===== config.mk =====
export PLATFORM = sky130hd
export DESIGN_NAME = instr_trace_buffer
export DESIGN_NICKNAME = d
export VERILOG_FILES = /design/src/rtl/instr_trace_buffer.sv
export SDC_FILE = /design/constraint.sdc
export NUM_CORES = 2
export LEC_CHECK = 0
export CAP_MARGIN = 20
export CORE_UTILIZATION = 56
export CTS_CLUSTER_SIZE = 14
export DETAILED_ROUTE_END_ITERATION = 7
export PLACE_DENSITY = 0.74
export SLEW_MARGIN = 15
export SYNTH_ARGS = -nofsm -noshare
export SYNTH_HDL_FRONTEND = slang
export SYNTH_SLANG_ARGS = --single-unit

===== constraint.sdc =====
create_clock -name clk -period 5.3 [get_ports clk]
set_input_delay 1.06 -clock clk [delete_from_list [all_inputs] [get_ports clk]]
set_output_delay 1.06 -clock clk [all_outputs]
set_load 0.005 [all_outputs]

===== src/rtl/instr_trace_buffer.sv =====
// rtl/instr_trace_buffer.sv - circular instruction/PC trace buffer with wrap, fill and pre/post trigger capture
module instr_trace_buffer #(
    parameter int INSTR_WIDTH = 32,
    parameter int PC_WIDTH    = 64,
    parameter int DEPTH       = 16,
    parameter int POST_TRIG   = 8
) (
    input  logic                       clk,
    input  logic                       reset,
    input  logic                       arm,
    input  logic                       stop,
    input  logic [1:0]                 mode,
    input  logic                       filt_en,
    input  logic [6:0]                 match_op,
    input  logic [6:0]                 match_mask,
    input  logic                       in_valid,
    input  logic [INSTR_WIDTH-1:0]     in_instr,
    input  logic [PC_WIDTH-1:0]        in_pc,
    input  logic                       rd_en,
    output logic                       rd_valid,
    output logic [INSTR_WIDTH-1:0]     rd_instr,
    output logic [PC_WIDTH-1:0]        rd_pc,
    output logic [$clog2(DEPTH):0]     count,
    output logic                       overflow,
    output logic                       triggered,
    output logic [1:0]                 state
);

    localparam int AW = $clog2(DEPTH);
    localparam int CW = AW + 1;
    localparam logic [CW-1:0] FULL_CNT = CW'(DEPTH);
    localparam logic [CW-1:0] LAST_CNT = CW'(DEPTH - 1);
    localparam logic [CW-1:0] POST_M1  = CW'(POST_TRIG - 1);

    typedef enum logic [1:0] {
        S_IDLE    = 2'd0,
        S_ARMED   = 2'd1,
        S_CAPTURE = 2'd2,
        S_DONE    = 2'd3
    } state_t;

    state_t cur_state, nxt_state;

    logic [INSTR_WIDTH-1:0] mem_instr [DEPTH];
    logic [PC_WIDTH-1:0]    mem_pc    [DEPTH];

    logic [AW-1:0] wr_ptr, rd_ptr;
    logic [CW-1:0] post_cnt, post_nxt;
    logic [1:0]    mode_q;
    logic          filt_q;

    logic match, eligible, full, pop, wr, trig, overwrite;
    logic fill_q, trig_q;

    assign state    = cur_state;
    assign match    = ((in_instr[6:0] ^ match_op) & match_mask) == 7'd0;
    assign eligible = in_valid && (!filt_q || match);
    assign full     = (count == FULL_CNT);
    assign pop      = rd_en && (count != '0) && !arm;
    assign fill_q   = (mode_q == 2'd1);
    assign trig_q   = (mode_q == 2'd2);
    assign overwrite = wr && full && !pop;

    always_ff @(posedge clk or posedge reset) begin
        if (reset) begin
            cur_state <= S_IDLE;
        end else begin
            cur_state <= nxt_state;
        end
    end

    always_comb begin
        nxt_state = cur_state;
        wr        = 1'b0;
        trig      = 1'b0;
        post_nxt  = post_cnt;
        case (cur_state)
            S_ARMED: begin
                // the trigger is stored even when the filter would reject it
                trig = in_valid && match;
                wr   = eligible || trig;
                if (trig) begin
                    post_nxt  = POST_M1;
                    nxt_state = (POST_M1 == '0) ? S_DONE : S_CAPTURE;
                end
            end
            S_CAPTURE: begin
                if (fill_q) begin
                    wr = eligible && (!full || pop);
                    if (wr && !pop && (count == LAST_CNT)) begin
                        nxt_state = S_DONE;
                    end
                end else begin
                    wr = eligible;
                    if (trig_q && wr) begin
                        if (post_cnt != '0) begin
                            post_nxt = post_cnt - 1'b1;
                        end
                        if (post_cnt <= CW'(1)) begin
                            nxt_state = S_DONE;
                        end
                    end
                end
            end
            default: begin
            end
        endcase
        if (stop) begin
            nxt_state = S_DONE;
        end
        if (arm) begin
            wr        = 1'b0;
            trig      = 1'b0;
            post_nxt  = '0;
            nxt_state = (mode == 2'd2) ? S_ARMED : S_CAPTURE;
        end
    end

    always_ff @(posedge clk) begin
        if (wr) begin
            mem_instr[wr_ptr] <= in_instr;
            mem_pc[wr_ptr]    <= in_pc;
        end
    end

    always_ff @(posedge clk or posedge reset) begin
        if (reset) begin
            wr_ptr    <= '0;
            rd_ptr    <= '0;
            count     <= '0;
            overflow  <= 1'b0;
            triggered <= 1'b0;
            post_cnt  <= '0;
            mode_q    <= 2'd0;
            filt_q    <= 1'b0;
            rd_valid  <= 1'b0;
            rd_instr  <= '0;
            rd_pc     <= '0;
        end else if (arm) begin
            wr_ptr    <= '0;
            rd_ptr    <= '0;
            count     <= '0;
            overflow  <= 1'b0;
            triggered <= 1'b0;
            post_cnt  <= '0;
            mode_q    <= mode;
            filt_q    <= filt_en;
            rd_valid  <= 1'b0;
        end else begin
            rd_valid <= pop;
            if (pop) begin
                rd_instr <= mem_instr[rd_ptr];
                rd_pc    <= mem_pc[rd_ptr];
            end
            if (wr) begin
                wr_ptr <= wr_ptr + 1'b1;
            end
            if (pop || overwrite) begin
                rd_ptr <= rd_ptr + 1'b1;
            end
            if (wr && !pop && !full) begin
                count <= count + 1'b1;
            end else if (pop && !wr) begin
                count <= count - 1'b1;
            end
            // discarding old history is the point of trigger mode, so it is not an overflow
            if (overwrite && !trig_q) begin
                overflow <= 1'b1;
            end
            if (trig) begin
                triggered <= 1'b1;
            end
            post_cnt <= post_nxt;
        end
    end

endmodule


==> flow_summary.json <==
{
  "setup_viol": 0,
  "grt_pass1_vias": 32900,
  "slew_headroom": 0.258,
  "cp.arrival_ns": 4.54,
  "cts_tree": "done",
  "fin_setup_tns_ns": 0,
  "dr.pass1.iters": 5,
  "r2r-start": "count[0]$_DFFE_PP0P_",
  "grt_pass1_wl_um": 214000,
  "skew_ns": 0.0242,
  "cts_buffer_depth": 3,
  "antenna_found_initial": 7,
  "dpl_worst_slack_ns": 0.489,
  "h-tree-depth": 4,
  "wl_um": 144000,
  "rr_endpoint": "count[4]$_DFFE_PP0P_",
  "io_buffers": 224,
  "critPathKind": "in2reg",
  "syn_to_final_growth_pct": 15.0,
  "worstSetupStartpointType": "primary input",
  "drc_errors": 0,
  "holdBufCountCts": 0,
  "worstMarginPinSlew_ns": 1.11,
  "required_ns": 5.73,
  "final_core_util": 0.653,
  "crit_path_end_kind": "flop",
  "cts_made_buffers": 160,
  "synth_nets": 3215,
  "dpl.hpwl_um": 79700,
  "placed_area_um2": 67500,
  "clkLatencyLatePin_ns": 0.76,
  "startpoint": "in_instr[5]",
  "mostFrequentLayoutCell": "edfxtp_1",
  "setup_slack_ns": 1.19,
  "peakVddDrop_v": 0.000387,
  "ys_warn_count": 0,
  "rows": 122,
  "wl_per_cell_um": 28.9,
  "die_w_um": 338,
  "routed_via_density": 6.42,
  "layout-drive-gt1-share": 0.176,
  "r2r_slack_ns": 1.76,
  "syn_area_per_cell_um2": 20.5,
  "leakagePower_nw": 22.8,
  "powerDensity_nw_per_um2": 438,
  "ant_nets": 0,
  "synth-edff-count": 1536,
  "hold_violations": 0,
  "status": "finished, final reports clean",
  "syn_inst": 3081,
  "grt_usage": 0.258,
  "grt_setup_unrepaired": "no",
  "cp-endpoint": "mem_pc[0][31]$_DFFE_PP_",
  "ios": 225,
  "grt_max_degree": 135,
  "nets": 3491,
  "worst-path-max-fanout": 30,
  "fmax_mhz": 243,
  "cts.clk_slew.worst_paths_ns": 0.06,
  "layout_common_cells": "1536 x edfxtp_1, 288 x mux4_2, 224 x clkdlybuf4s50_1, 205 x nand2_1, 199 x o21ai_0",
  "fin_crit_ns": 4.11,
  "post-route-period-util": 0.775,
  "start_util": 0.568,
  "drv_cap": 0,
  "syn_area_um2": 63100,
  "ys_ff_latch": 1658,
  "dieArea_um2": 114000,
  "cts_root_buffer": "clkbuf_16",
  "ff2ff_path_depth": 11,
  "ys_seq_area_frac": 0.780,
  "fin_area_um2": 72500,
  "ys.flop_type": "edfxtp_1",
  "ctsResizeCount": 0,
  "core_um2": 111000,
  "postCtsSetupRepairBufs": 0,
  "grt-ovfl-total": 0,
  "drt_iter0_markers": 3823,
  "async_flop_share": 0.0736,
  "hold_class": "reg2reg",
  "yosysUniqueCellTypes": 64,
  "die_h_um": 338,
  "slew_violations": 0,
  "vias": 32000,
  "gp_congestion": 0.810,
  "clock-sinks": 1658,
  "nFillCells": 7154
}
==> critical path, stage by stage <==
cell and delay (ns):
clkdlybuf4s50_1 0.75, xor2_1 0.28, a22o_1 0.25, or4_4 0.61, a21oi_4 0.50, and3_4 0.76
buf_12 0.28
==> how the worst min path moves through the flow <==
stage | start | end | slack (ns) | cells past startpoint
floorplan | rd_instr[0]$_DFFE_PP0P_ | rd_instr[0]$_DFFE_PP0P_ | 0.47 | 2
detailed placement | rd_pc[40]$_DFFE_PP0P_ | rd_pc[40]$_DFFE_PP0P_ | 0.47 | 2
global route | rd_pc[40]$_DFFE_PP0P_ | rd_pc[40]$_DFFE_PP0P_ | 0.50 | 2
global placement | rd_pc[29]$_DFFE_PP0P_ | rd_pc[29]$_DFFE_PP0P_ | 0.46 | 2
finish | rd_pc[40]$_DFFE_PP0P_ | rd_pc[40]$_DFFE_PP0P_ | 0.48 | 2
CTS | rd_pc[40]$_DFFE_PP0P_ | rd_pc[40]$_DFFE_PP0P_ | 0.48 | 2
==> power breakdown <==
group	total [W]	leakage (nW)	switching [W]	internal, W
clock	0.0108	2.42	0.00468	0.00608
sequential	0.0151	15.3	0.000355	0.0147
combinational	0.00590	5.00	0.00291	0.00299
==> flip-flops by register name, indices dropped and copies added (netlist names) <==
| signal | count |
|---|---|
| state | 2 |
| mode_q | 2 |
| overflow | 1 |
| post_cnt | 5 |
| count | 5 |
| mem_instr | 512 |
| filt_q | 1 |
| rd_pc | 64 |
| rd_ptr | 4 |
| triggered | 1 |
| mem_pc | 1024 |
| rd_instr | 32 |
| wr_ptr | 4 |
| rd_valid | 1 |
==> metrics by stage <==
step | hold WS, ns | total power (W) | instances
floorplan | 0.473 | 0.0191 | 3081
global placement | 0.461 | 0.0212 | 4683
detailed placement | 0.469 | 0.0213 | 4683
CTS | 0.483 | 0.0320 | 4980
global route | 0.502 | 0.0329 | 4981
finish | 0.478 | 0.0317 | 4981
==> routing by layer <==
metal,global-route usage,share of wire
met4,0.0785,0.025
met1,0.361,0.39
met5,0,0.00033
met3,0.0519,0.091
met2,0.414,0.49
==> kinds of logic after synthesis <==
logic type      count (synthesis)  share of synthesized area
fa+ha+maj                      15                    0.00309
buf+inv                       193                     0.0129
simple gates                  280                     0.0193
compound gates                432                     0.0481
mux                           493                      0.136
xor+xnor                       10                    0.00139
flops                        1658                      0.780
==> synthesized netlist by cell type, types with 2 or more instances <==
cell      count  share of area
or4_1         2        0.00024
clkbuf_1    103         0.0061
mux2_1        4        0.00071
nor3_1        4        0.00032
o21ai_0     199          0.016
o21a_1        2        0.00024
mux4_2      288           0.10
mux2i_1     195          0.031
a41oi_1       3        0.00042
o221ai_1    192          0.027
buf_1        13        0.00077
nand2_1     207          0.012
inv_1        14        0.00083
nand4_1       4        0.00040
nor2b_1       8        0.00079
nor4_1        2        0.00020
and2_1        4        0.00040
and3_1       17         0.0017
xor2_1        6        0.00083
a211o_1       2        0.00028
mux2_2        5        0.00089
nor2_1       19         0.0011
buf_2        60         0.0048
or4b_2        2        0.00032
a21o_1        2        0.00024
dfrtp_1     122          0.048
nand2b_1      5        0.00050
xnor2_1       4        0.00056
ha_1         14         0.0028
o311ai_0      2        0.00028
a21oi_1       5        0.00040
nand3_1       2        0.00016
edfxtp_1   1536           0.73
a22o_1        2        0.00028
a21oi_2       3        0.00042
==> area by class of cell <==
cell class                 instances  area (um2)  area share
multi-input combinational       1230       13200       0.182
clock buffer                     224        4420      0.0610
sequential                      1658       49200       0.678
timing repair buffer             293        3240      0.0446
tap                             1488        1860      0.0257
inverter                          14        62.6    0.000863
clock inverter                    73         546     0.00752
antenna                            1        2.50   0.0000345
No activity file was read; power rests on OpenSTA's default activity.
